$ cat config.mk
export PLATFORM = sky130hd
export DESIGN_NAME = uart_cmd_ctrl
export DESIGN_NICKNAME = d
export VERILOG_FILES = /design/src/rtl/uart_cmd_ctrl.sv
export SDC_FILE = /design/constraint.sdc
export NUM_CORES = 1
export LEC_CHECK = 0
export BUFFER_PORTS_ARGS = -buffer_cell sky130_fd_sc_hd__buf_4
export CORE_MARGIN = 10
export CORE_UTILIZATION = 35
export DETAILED_ROUTE_END_ITERATION = 7
export PLACE_DENSITY = 0.5
export SLEW_MARGIN = 20
export SYNTH_ARGS = -nofsm -noshare
export SYNTH_HDL_FRONTEND = slang
export SYNTH_SLANG_ARGS = --single-unit
$ cat constraint.sdc
create_clock -name clk -period 2.9 [get_ports clk]
set_clock_uncertainty 0.1 [all_clocks]
set_input_delay 0.29 -clock clk [delete_from_list [all_inputs] [get_ports clk]]
set_output_delay 0.29 -clock clk [all_outputs]
set_load 0.1 [all_outputs]
$ cat src/rtl/uart_cmd_ctrl.sv
// UART command controller: parses R/W packets (CMD, ADDR_H, ADDR_L, LEN) and bridges them
// to an 8755-style byte memory with ACK/NAK responses and an inter-byte timeout.
module uart_cmd_ctrl #(
    parameter int unsigned TIMEOUT_CYCLES = 500000,
    parameter logic [7:0]  ACK_BYTE       = 8'h06,
    parameter logic [7:0]  NAK_BYTE       = 8'h15
) (
    input  logic        clk,
    input  logic        rst,
    input  logic [7:0]  rx_data,
    input  logic        new_rx_data,
    output logic [7:0]  tx_data,
    output logic        new_tx_data,
    input  logic        tx_busy,
    output logic [10:0] mem_addr,
    output logic [7:0]  mem_wdata,
    output logic        mem_rd,
    output logic        mem_wr,
    input  logic [7:0]  mem_rdata,
    input  logic        mem_ack,
    output logic        busy,
    output logic        err
);

    localparam logic [7:0] CmdRead  = 8'h52;
    localparam logic [7:0] CmdWrite = 8'h57;

    // The counter never needs to hold TIMEOUT_CYCLES itself, only up to TIMEOUT_CYCLES-1.
    localparam int unsigned TmoW = (TIMEOUT_CYCLES > 1) ? $clog2(TIMEOUT_CYCLES) : 1;
    localparam logic [TmoW-1:0] TmoLast = TmoW'(TIMEOUT_CYCLES - 1);

    typedef enum logic [3:0] {
        StIdle,
        StGetAh,
        StGetAl,
        StGetLen,
        StGetData,
        StMemWr,
        StMemRd,
        StSend,
        StSendWait
    } state_e;

    state_e          state_q;
    logic            is_rd_q;
    logic [10:0]     addr_q;
    logic [7:0]      wdata_q;
    logic [7:0]      len_q;
    logic [TmoW-1:0] tmo_q;
    logic [7:0]      tx_data_q;
    logic            new_tx_q;
    logic            mem_rd_q;
    logic            mem_wr_q;
    logic            err_q;
    logic            sw_first_q;

    logic in_get;
    logic tmo_hit;

    assign in_get  = (state_q == StGetAh) || (state_q == StGetAl) ||
                     (state_q == StGetLen) || (state_q == StGetData);
    assign tmo_hit = in_get && !new_rx_data && (tmo_q == TmoLast);

    always_ff @(posedge clk or negedge rst) begin
        if (!rst) begin
            state_q    <= StIdle;
            is_rd_q    <= 1'b0;
            addr_q     <= '0;
            wdata_q    <= '0;
            len_q      <= '0;
            tmo_q      <= '0;
            tx_data_q  <= '0;
            new_tx_q   <= 1'b0;
            mem_rd_q   <= 1'b0;
            mem_wr_q   <= 1'b0;
            err_q      <= 1'b0;
            sw_first_q <= 1'b0;
        end else begin
            new_tx_q <= 1'b0;
            err_q    <= 1'b0;

            if (new_rx_data || !in_get || tmo_hit) begin
                tmo_q <= '0;
            end else begin
                tmo_q <= tmo_q + TmoW'(1);
            end

            if (tmo_hit) begin
                // Incomplete packet: discard silently apart from the err pulse.
                state_q <= StIdle;
                err_q   <= 1'b1;
            end else begin
                case (state_q)
                    StIdle: begin
                        if (new_rx_data) begin
                            if (rx_data == CmdRead || rx_data == CmdWrite) begin
                                is_rd_q <= (rx_data == CmdRead);
                                state_q <= StGetAh;
                            end else begin
                                tx_data_q <= NAK_BYTE;
                                len_q     <= '0;
                                err_q     <= 1'b1;
                                state_q   <= StSend;
                            end
                        end
                    end
                    StGetAh: begin
                        if (new_rx_data) begin
                            addr_q[10:8] <= rx_data[2:0];
                            state_q      <= StGetAl;
                        end
                    end
                    StGetAl: begin
                        if (new_rx_data) begin
                            addr_q[7:0] <= rx_data;
                            state_q     <= StGetLen;
                        end
                    end
                    StGetLen: begin
                        if (new_rx_data) begin
                            if (rx_data == 8'h00) begin
                                tx_data_q <= NAK_BYTE;
                                len_q     <= '0;
                                err_q     <= 1'b1;
                                state_q   <= StSend;
                            end else begin
                                len_q <= rx_data;
                                if (is_rd_q) begin
                                    mem_rd_q <= 1'b1;
                                    state_q  <= StMemRd;
                                end else begin
                                    state_q <= StGetData;
                                end
                            end
                        end
                    end
                    StGetData: begin
                        if (new_rx_data) begin
                            wdata_q  <= rx_data;
                            mem_wr_q <= 1'b1;
                            state_q  <= StMemWr;
                        end
                    end
                    StMemWr: begin
                        if (mem_ack) begin
                            mem_wr_q <= 1'b0;
                            addr_q   <= addr_q + 11'd1;
                            len_q    <= len_q - 8'd1;
                            if (len_q == 8'd1) begin
                                tx_data_q <= ACK_BYTE;
                                state_q   <= StSend;
                            end else begin
                                state_q <= StGetData;
                            end
                        end
                    end
                    StMemRd: begin
                        if (mem_ack) begin
                            mem_rd_q  <= 1'b0;
                            tx_data_q <= mem_rdata;
                            addr_q    <= addr_q + 11'd1;
                            len_q     <= len_q - 8'd1;
                            state_q   <= StSend;
                        end
                    end
                    StSend: begin
                        if (!tx_busy) begin
                            new_tx_q   <= 1'b1;
                            sw_first_q <= 1'b1;
                            state_q    <= StSendWait;
                        end
                    end
                    StSendWait: begin
                        // The transmitter may not raise tx_busy until a cycle after the strobe.
                        if (sw_first_q) begin
                            sw_first_q <= 1'b0;
                        end else if (!tx_busy) begin
                            if (is_rd_q && len_q != 8'd0) begin
                                mem_rd_q <= 1'b1;
                                state_q  <= StMemRd;
                            end else begin
                                state_q <= StIdle;
                            end
                        end
                    end
                    default: state_q <= StIdle;
                endcase
            end
        end
    end

    assign tx_data     = tx_data_q;
    assign new_tx_data = new_tx_q;
    assign mem_addr    = addr_q;
    assign mem_wdata   = wdata_q;
    assign mem_rd      = mem_rd_q;
    assign mem_wr      = mem_wr_q;
    assign err         = err_q;
    assign busy        = (state_q != StIdle);

    a_rd_wr_excl: assert property (@(posedge clk) disable iff (!rst) !(mem_rd && mem_wr));
    a_tx_one_cycle: assert property (@(posedge clk) disable iff (!rst)
                                     new_tx_data |=> !new_tx_data);

endmodule

# Yosys cells after proc, flatten, opt, wreduce, memory -nomap -nowiden
# Index checks and enable logic that the tools add are counted.
[totals]
n_memories = 0
register_bits = 64
rom_bits = 0
mem_bits_rw = 0
out_inout_bits = 32
latch_bits = 0
[classes]
bitwise_logic = 1
multipliers = 0
order_cmp = 0
shift = 0
reduce_logical = 33
n_addsub = 3
n_mux = 58
div = 0
eq_ne = 39
[ops]
columns = ["operator", "n"]
rows = [
  ["2-to-1 mux 8 bit", 13],
  ["2-to-1 mux 4 bit", 11],
  ["case mux 4 bit (9 select lines)", 1],
  ["case mux 8 bit (4 select lines)", 1],
  ["inequality test 2 bit (second input constant)", 15],
  ["inequality test 3 bit (second input constant)", 10],
  ["case mux 8 bit (3 select lines)", 1],
  ["adder 19 x 1 -> 19 bit (second input constant)", 1],
  ["equality test 19 bit (second input constant)", 1],
  ["2-to-1 mux 19 bit", 1],
  ["AND reduction 9 bit", 2],
  ["2-to-1 mux 1 bit", 17],
  ["equality test 4 x 3 -> 1 bit (second input constant)", 4],
  ["equality test 8 x 7 -> 1 bit (second input constant)", 2],
  ["case mux 8 bit (2 select lines)", 1],
  ["AND reduction 4 bit", 4],
  ["adder 11 x 1 -> 11 bit (second input constant)", 1],
  ["2-to-1 mux 11 bit", 1],
  ["AND reduction 10 bit", 1],
  ["2-to-1 mux 3 bit", 3],
  ["equality test 4 x 2 -> 1 bit (second input constant)", 2],
  ["equality test 8 x 1 -> 1 bit (second input constant)", 1],
  ["zero test 8 bit", 1],
  ["nonzero test 2 bit", 4],
  ["other kinds (19)", 35],
]

# Longest topological paths before layout
[depth]
ltp_word = 8
depth_mapped = 8
ltp_nobuf = 6

# Least setup slack after synthesis
# OpenSTA, ideal clock, no wires.
[synth_path]
path_kind = "register to register"
startpoint = "reg state_q[0]"
endpoint = "reg tx_data_q[1], in the netlist tx_data[1]"
stages_incl_launch_ff = 9
required_ns = 2.675
slack_ns = 0.327
t_arrival_ns = 2.348
setup_time_ns = 0.125
path_cell_list = "dfrtp_1 > buf_6 > or4_4 > nor4_1 > or3_1 > buf_2 > a211o_1 > buf_6 > mux2_4"
[synth_between]
elab_chain_len = 8
[synth_lines]
columns = ["item", "line", "rtl"]
rows = [
  ["start, declared", "44", "state_e state_q;"],
  ["start signal, assigned", "66", "state_q <= StIdle;"],
  ["start signal, assigned", "90", "state_q <= StIdle;"],
  ["start signal, assigned", "98", "state_q <= StGetAh;"],
  ["equality test 4 x 1 -> 1 bit or equality test 4 x 2 -> 1 bit (tied branches)", "60", "assign in_get = (state_q == StGetAh) || (state_q == StGetAl) ||"],
  ["logical OR 1 bit (2 in series)", "60", ""],
  ["logical OR 1 bit", "61", "(state_q == StGetLen) || (state_q == StGetData);"],
  ["logical AND 1 bit (2 in series)", "62", "assign tmo_hit = in_get && !new_rx_data && (tmo_q == TmoLast);"],
  ["inverter 1 bit (no source line)", "--", ""],
  ["AND reduction 9 bit (no source line)", "--", ""],
  ["end signal, assigned", "160", "tx_data_q <= mem_rdata;"],
  ["end, declared", "50", "logic [7:0] tx_data_q;"],
]
# Parallel ways exist; a longest one is shown, timed or not.
# A chain may end at the register's enable or synchronous reset.

# Worst setup path after layout
# Same ends and word-level chain as after synthesis.

==> reports/qor.txt <==
status = finished, final reports clean
final critical-path required period = 2690 ps
ANT cells = 0
Cell Rows = 36
largest cells by area after synthesis = dfrtp_1 46%, nor2_1 4.2%, nand2_1 4.0%
CP Data Required Time = 3030 ps
Core Util, Final = 43.5%
asr flop ratio synth = 100%
DRT Wirelength = 9280 µm
Area after DPL = 4030 µm²
commonest non-fill, non-tap cells in the layout = 64 x dfrtp_1, 60 x buf_4, 39 x nor2_1
share of the yosys chip area belonging to registers = 45.7%
GRT Total Usage = 13.1%
EDFF count, synth = 0
routed vias = 2,925
Area Overhead vs Synth = 21.4%
first-pass GRT wire length = 15,500 µm
RD Place Congestion = 0.775
I/O Pins = 53
Unique masters post-synth = 57
CTS root buf = clkbuf_8
Die X = 120 µm
Synth Register Bits = 64
post-DR vias/cell = 5.15
Reg clk slew, reported paths = 70 ps
chip height = 120 µm
Final Cell Area = 4250 µm²
layout cells sized above 1 = 21.4%
area of the multi-input gates = 1750 µm²
final slew viol count = 0
Fillers = 959
area of the die = 14,400 µm²
Crit Path Category = reg2reg
measured slew at the worst slew-check pin = 978 ps
core area = 9770 µm²
latest clock arrival within the worst-skew pair = 350 ps
slew margin rel. = 34.6%
Synth Flop Type = dfrtp_1
Sink Count = 64
leading area contributor after synthesis = dfrtp_1
TritonCTS Buffers = 9
crit-path max FO = 17
Fmax = 371 MHz
CTS tree = built
nets = 456
Max Buffers Root-to-Sink = 2
Crit. End Element = flop
number of buffers added on ports = 52
DRT iter0 DRCs = 174
Cells after Synth = 377
synthesized area = 3500 µm²
post-CTS sizing = 0
top cell type's share of synthesized area = 45.7%
Post-Syn Nets = 403
largest net degree at the start of global routing = 65
initial antenna violation count = 0
DRC errors left = 0
routed len/inst = 16.3 µm
setup TNS = 0 ps
DRT Pass-1 Iters = 4
synth warn = 0
Final Setup Violations = 0
hpwl dp = 6670 µm
unrepaired setup endpoints after global routing = false
Initial Utilization = 35.9%
Final Hold Vio Count = 0
vias in the first global route = 2,941
max-cap violations = 0
Avg Cell Area, Syn = 9.30 µm²
crit start category = flop
Crit path arrival time = 2820 ps
antenna-violating nets left = 0
register area = 1600 µm²
Final period util = 92.8%
most common cell after layout, fill and taps aside = dfrtp_1
Worst Hold Class = in2reg
total grt overflow = 0
Max H-tree Level = 3
==> worst max-delay path: stages (launching register included) <==
cell and delay (ps):
dfrtp_1 570, or4_4 620, nor4_1 380, or3_1 190, a211o_1 380, mux2_4 330
==> synth_stat cells (all sizes together) (5+ instances only) <==
cell and instances:
nor2 39, dfrtp 64, nor3 10, buf 7, clkbuf 12, nand2 37, xnor2 7, ha 5
mux2 12, o21ai 27, a21oi 20, or3 8, inv 17, a31oi 6, xor2 11, nand3 15
mux2i 7, nor4 5
==> worst paths after layout <==
kind	from	depth (start not counted)	endpoint	slack, ps
max	state_q[0]$_DFFE_PN0P_	5	tx_data[1]$_DFFE_PN0P_	210
min	tx_busy	2	new_tx_data$_DFF_PN0_	50
max reg2reg	state_q[0]$_DFFE_PN0P_	5	tx_data[1]$_DFFE_PN0P_	210
min reg2reg	tmo_q[0]$_DFF_PN0_	1	tmo_q[0]$_DFF_PN0_	380
max in group asynchronous	rst	2	state_q[1]$_DFFE_PN0P_	1670
min in group asynchronous	rst	2	tmo_q[12]$_DFF_PN0_	480
==> registers in the layout, indices dropped and copies added, names as in the netlist <==
register	cells
is_rd_q	1
len_q	8
new_tx_data	1
tx_data	8
tmo_q	19
mem_wdata	8
mem_addr	11
sw_first_q	1
state_q	4
mem_rd	1
mem_wr	1
err	1
==> layout make-up <==
cell class                      instances  area share (%)
Clock buffer                           13            3.50
Sequential cell                        64            37.6
Tap cell                              133            3.91
Timing Repair Buffer                   61            10.8
Inverter                               17            1.50
Multi-Input combinational cell        277            41.1
Clock inverter                          3            1.53
==> per-layer routing <==
metal / wire, µm / track usage, % / part of all wire (%)
met4: 175 / 6.18 / 1.9
met3: 414 / 2.72 / 4.5
met2: 3930 / 18.5 / 42
met1: 4770 / 18.7 / 51
met5: 0 / 0 / 0
==> cells by family after synthesis <==
group	share of synthesized area [%]
xor+xnor	4.71
flops	45.7
simple gates	20.6
fa+ha+maj	1.79
mux	6.07
compound gates	16.7
buf+inv	4.43
==> metrics by stage <==
stage | hold WS, ps | instances | setup slack (ps)
floorplan | -106 | 377 | 327
global placement | 352 | 551 | 306
detailed placement | 358 | 551 | 213
CTS | 40.7 | 568 | 219
global route | 53.2 | 568 | 2.23
finish | 51.9 | 568 | 208
==> repair_timing <==
item,in CTS,in global routing
hold buffers,1,0
buffers inserted,0,0
hold endpoints to repair,64,0
Power is left out: the tool's default activity adds up to more than one toggle a clock period on the data nets, which glitch-free logic cannot reach.
